--- src/rtl/param_bus_fifo.sv ---
// ----------------------------------------------------------------------------
// param_bus_fifo
//
// Parametrised ready/valid FIFO that buffers simple-bus payloads between a
// producer and a consumer. It provides backpressure and an occupancy count.
// DATA_W is normally bound from $bits() of an upstream interface parameter.
//
// Optional feature macro: PARAM_BUS_FIFO_BYPASS_EN
//   When defined, an empty FIFO forwards in_data straight to out_data in the
//   same cycle. If the consumer takes the word, it is never stored.
//   When undefined, the minimum latency is one cycle, and no combinational
//   path runs from any input to out_valid/out_data.
//
// Parameters:
//   DATA_W  payload width, 1..64
//   DEPTH   entry count, power of two, 2..256
//
// Ports:
//   clk        in   sole clock, rising edge
//   rst_n      in   synchronous reset, active-low
//   in_valid   in   producer offers in_data
//   in_ready   out  FIFO accepts this cycle (never depends on out_ready)
//   in_data    in   write payload
//   out_valid  out  out_data holds the head entry
//   out_ready  in   consumer takes the head
//   out_data   out  head payload
//   count      out  entries stored, 0..DEPTH
// ----------------------------------------------------------------------------
module param_bus_fifo #(
    parameter int unsigned DATA_W = 7,
    parameter int unsigned DEPTH  = 4,
    localparam int unsigned CNT_W = $clog2(DEPTH + 1)
) (
    input  logic              clk,
    input  logic              rst_n,
    input  logic              in_valid,
    output logic              in_ready,
    input  logic [DATA_W-1:0] in_data,
    output logic              out_valid,
    input  logic              out_ready,
    output logic [DATA_W-1:0] out_data,
    output logic [CNT_W-1:0]  count
);

    localparam int unsigned PTR_W = (DEPTH > 1) ? $clog2(DEPTH) : 1;

    // Elaboration-time parameter legality checks
    if ((DEPTH < 2) || (DEPTH > 256) || ((DEPTH & (DEPTH - 1)) != 0)) begin : g_bad_depth
        $error("Bad DEPTH");
    end
    if ((DATA_W < 1) || (DATA_W > 64)) begin : g_bad_data_w
        $error("Bad DATA_W");
    end

    logic [DATA_W-1:0] r_mem [DEPTH];
    logic [PTR_W-1:0]  r_wp;
    logic [PTR_W-1:0]  r_rp;
    logic [CNT_W-1:0]  r_count;

    logic w_full;
    logic w_empty;
    logic w_push;
    logic w_pop;
    logic w_bypass;

    assign w_full   = (r_count == CNT_W'(DEPTH));
    assign w_empty  = (r_count == '0);
    assign in_ready = !w_full;
    assign count    = r_count;

`ifdef PARAM_BUS_FIFO_BYPASS_EN
    // An empty FIFO presents the incoming word directly; a taken word is not stored.
    assign w_bypass  = w_empty && in_valid && out_ready;
    assign out_valid = !w_empty || in_valid;
    assign out_data  = w_empty ? in_data : r_mem[r_rp];
`else
    assign w_bypass  = 1'b0;
    assign out_valid = !w_empty;
    assign out_data  = r_mem[r_rp];
`endif

    assign w_push = in_valid && in_ready && !w_bypass;
    assign w_pop  = out_valid && out_ready && !w_bypass;

    // Storage is intentionally not reset
    always_ff @(posedge clk) begin
        if (w_push) begin
            r_mem[r_wp] <= in_data;
        end
    end

    // Pointers wrap naturally because DEPTH is a power of two
    always_ff @(posedge clk) begin
        if (!rst_n) begin
            r_wp    <= '0;
            r_rp    <= '0;
            r_count <= '0;
        end else begin
            if (w_push) begin
                r_wp <= r_wp + PTR_W'(1);
            end
            if (w_pop) begin
                r_rp <= r_rp + PTR_W'(1);
            end
            if (w_push && !w_pop) begin
                r_count <= r_count + CNT_W'(1);
            end else if (w_pop && !w_push) begin
                r_count <= r_count - CNT_W'(1);
            end
        end
    end

endmodule

--- config.mk ---
export PLATFORM = sky130hd
export DESIGN_NAME = param_bus_fifo
export DESIGN_NICKNAME = d
export VERILOG_FILES = /design/src/rtl/param_bus_fifo.sv
export SDC_FILE = /design/constraint.sdc
export NUM_CORES = 1
export LEC_CHECK = 0
export BUFFER_PORTS_ARGS = -buffer_cell sky130_fd_sc_hd__buf_4
export CELL_PAD_IN_SITES_DETAIL_PLACEMENT = 0
export CELL_PAD_IN_SITES_GLOBAL_PLACEMENT = 1
export CORE_MARGIN = 3
export CORE_UTILIZATION = 40
export CTS_BUF_LIST = sky130_fd_sc_hd__clkbuf_16
export CTS_CLUSTER_SIZE = 28
export DETAILED_ROUTE_END_ITERATION = 10
export GPL_TIMING_DRIVEN = 0
export PLACE_DENSITY = 0.71
export SLEW_MARGIN = 20
export SYNTH_ARGS = -nofsm -noshare
export SYNTH_HDL_FRONTEND = slang
export SYNTH_SLANG_ARGS = --single-unit
--- constraint.sdc ---
create_clock -name clk -period 3 [get_ports clk]
set_clock_uncertainty 0.15 [all_clocks]
set_input_delay 0.3 -clock clk [delete_from_list [all_inputs] [get_ports clk]]
set_output_delay 0.3 -clock clk [all_outputs]
set_load 0.05 [all_outputs]
==> results.txt <==
* Clk Latency, worst-skew pair: 0.27 ns
- Of the total power, the share spent switching nets is between 30 and 40%.
* Top cell type's share of synthesized area: around 56%
* Top fanout value on the critical path: 7
- Worst slack, placed: slightly below 0.6 ns
* Post-synthesis area per instance: around 18 um^2
- In this run the count of I/O pins placed on the die edge is 23.
* Total met2 wirelength after detailed routing: 1.02 mm
- Met3 wire length: 119 um
- In the synthesized netlist the dominant register cell turns out to be edfxtp_1.
- Setup violations remaining at the end of the flow were counted as 0.
- The layout has 284 filler cells.
- Clock period minus worst slack: between 2 and 2.5 ns
- Area of the core: 3490 um^2
- Entering global routing, the biggest net connects 13 pins.
* Layout area overhead: 25.2%
- The final-report hold violation count was 0.
- In the post-route analysis, the smallest setup slack over all paths is between 0.5 and 0.6 ns.
* Internal power: 0.00128 W
- Routed length per instance: ~13 um
* Count of routing violations after the opening detailed-route iteration: 21
- Measured along the y axis, the die boundary spans roughly 68 um.
* Fraction of power consumed by the clock network: 29.5%
- In this run the static leakage power is just under 0.7 nW.
- Hold-fix buffers, CTS: 0
- Library cell occupying the most area in the post-synthesis netlist: edfxtp_1
* Global route total overflow: 0
- Vias in the first global route: around 750
- Net count, final: between 100 and 150
* Result of the run: finished clean
* Area share of and/or/nand/nor cells after synthesis: 6.28%
- Cell at the root of the clock tree: clkbuf_16
- Yosys printed 0 warnings.
* Max-Cap Viols: 0
* Achievable clock frequency: approximately 420 MHz
* Seq/Total Area, Yosys: a little under 70%
* Antenna violations before repair: 0
- Number of storage elements in the synthesis netlist: 37
* Mux contribution to synthesized area: approximately an eighth
* HPWL after detailed placement: 1.54 mm
- After layout, the worst path uses ~80% of the clock period.
* Starting density of the core: approximately 43%
- Global-route wire length before repair: between 3 and 4 mm
* Clock tree from TritonCTS: built
* Number of levels the H-tree was split into: 2
- Longest Clk Path Bufs: 2
* Post-synth ARST share: 0%
* Via count: approximately 740
- Switching power of the nets: 0.000659 W
* Buffers on Ports: 21
- HP Class: in -> reg
- STA classifies the critical path startpoint as a flop.
- On the final layout, the worst hold slack is about 0.076 ns.
* Antenna diode instance count: 0
- Areal power density over the cells: ~1000 nW/um^2
* Highest signal layer in the routed design: met4
- Type of the worst setup path: reg -> reg
- Combinational logic is responsible for a little over a third of the overall power.
- Count of buffers added by post-CTS timing repair for setup: 0
- Clock tree synthesis inserted a total of 5 buffers.
- Xor and xnor area share after synthesis: 2.31%
- The floorplan has 21 rows.
- Area fraction in compound gates after synthesis: about 4.5%
- In the final layout, the multi-input gates occupy 469 um^2.
* Total negative slack for setup checks: 0 ns
* Most numerous cell in the Yosys netlist: edfxtp_1
- The first detailed-routing pass ran for 3 iterations.
- Data required time of the critical path: roughly 3 ns
- For this run, design rule violations remaining after detail routing come to 0.
- Counting distinct cell types in the post-synthesis netlist gives 23.
- Cells with a size suffix above 1 make up a little over a third of the layout.
- The clock drives 37 sinks.
* Number of nets with antenna violations after routing: 0
* Number of gates resized after CTS: 0
* EDFF count, synth: 28
- Routed via count divided by cell count: between 4 and 5
- Register area: a little over 1000 um^2
- Worst supply voltage drop on vdd: 687 uV
* Arrival @ worst endpoint: between 2 and 2.5 ns
* Number of pins exceeding their max-slew limit in the final report: 0
- CP endpoint kind: flop
- The number of nets handed over by synthesis was around 100.
* Top post-synthesis cells by area: edfxtp_1, dfxtp_1, mux4_2
* Most instantiated cells after synthesis: edfxtp_1, dfxtp_1, and2_1
- Normalized max-slew margin: between 70% and 80%
- After Yosys synthesis, full adders, half adders and majority gates account for about 5.5% of the synthesized area.
- Clock-pin slew was measured on the worst setup and hold paths at roughly 0.050 ns.
* Wirelength, routed: ~2.2 mm
* Total routed wire length on the met1 layer: 992 um
* Final GP Congestion: approximately 0.73
- Measured along the x axis, the die boundary spans roughly 68 um.
- Sequential cells burn a little over a third of the power.
- Summing every instance area after synthesis gives between 1500 and 2000 um^2.
- Total routing usage reported by global routing: ~11%
- By area, the combinational part of the netlist is dominated by multiplexers.
- Tightest Pin Transition: approximately 0.42 ns
- The die covers between 4000 and 5000 um^2.
- RSZ-0062 raised after global routing: false
* Number of instances in the synthesized netlist: 85
critical path, stage by stage, from the launching register on:
cell and delay (ns):
dfxtp_1 0.56, nor2_2 0.10, a21boi_4 0.26, ha_1 0.22
inv_1 0.06, fa_1 0.37, xor2_1 0.16, or3_1 0.30
a21boi_0 0.15
routing by layer:
| layer | up-vias | GRT usage [%] |
|---|---|---|
| met1 | 350 | 14.5 |
| li1 | 373 | - |
| met2 | 14 | 16.4 |
| met5 | - | 0 |
| met3 | 2 | 3.99 |
| met4 | 0 | 6.84 |
kinds of logic (layout without fill, tap and decap cells):
group,after synthesis,count (layout)
adder cells (fa/ha/maj),6,6
XOR/XNOR,4,4
AO/OA/AOI/OAI,5,5
multiplexers,10,10
buffers and inverters,6,35
AND/OR/NAND/NOR,17,17
flip-flops,37,37
stage by stage:
step	cells	utilization, %	power [W]	area (um^2)
after floorplan	85	-	0.00122	1510
after global placement	152	49.5	0.00138	1730
after detailed placement	152	49.5	0.00139	1730
after CTS	160	54.2	0.00197	1900
after global routing	160	54.2	0.00204	1900
final	160	54.2	0.00194	1900
final timing paths:
| kind | from | end | slack [ns] | cells past startpoint |
|---|---|---|---|---|
| max | count[0]$_SDFFE_PN0P_ | count[2]$_SDFFE_PN0P_ | 0.60 | 8 |
| min | in_data[1] | r_mem[0][1]$_DFFE_PP_ | 0.08 | 1 |
| max reg2reg | count[0]$_SDFFE_PN0P_ | count[2]$_SDFFE_PN0P_ | 0.60 | 8 |
| min reg2reg | r_wp[0]$_SDFFE_PN0P_ | r_wp[0]$_SDFFE_PN0P_ | 0.35 | 2 |
power by group through the flow:
stage	clock [W]	combinational [W]	sequential, W
final	0.000572	0.000675	0.000692
after detailed placement	0	0.000685	0.000703
after global placement	0	0.000683	0.000700
after CTS	0.000585	0.000687	0.000693
after floorplan	0	0.000478	0.000738
after global routing	0.000612	0.000723	0.000705
final cells by class:
type | instances | area share [%]
buffer | 3 | 0.660
clock buffer | 5 | 6.60
clock inverter | 3 | 2.18
inverter | 3 | 0.594
multi-input combinational | 42 | 24.8
sequential | 37 | 53.9
tap | 46 | 3.04
timing repair buffer | 21 | 8.32
state kept, by name (all words and copies together) (netlist names), named ones only:
name	cells
count	3
r_wp	2
r_rp	2
r_mem	28
cell usage in the layout, fill, tap and decap left out, drive strengths merged, types with 2 or more instances in the layout:
cell type,count
a21boi,2
and2,8
buf,23
clkbuf,6
dfxtp,9
edfxtp,28
ha,5
inv,3
mux2i,3
mux4,7
nand2,5
or3,2
xnor2,3
No activity file was read; power rests on OpenSTA's default activity.
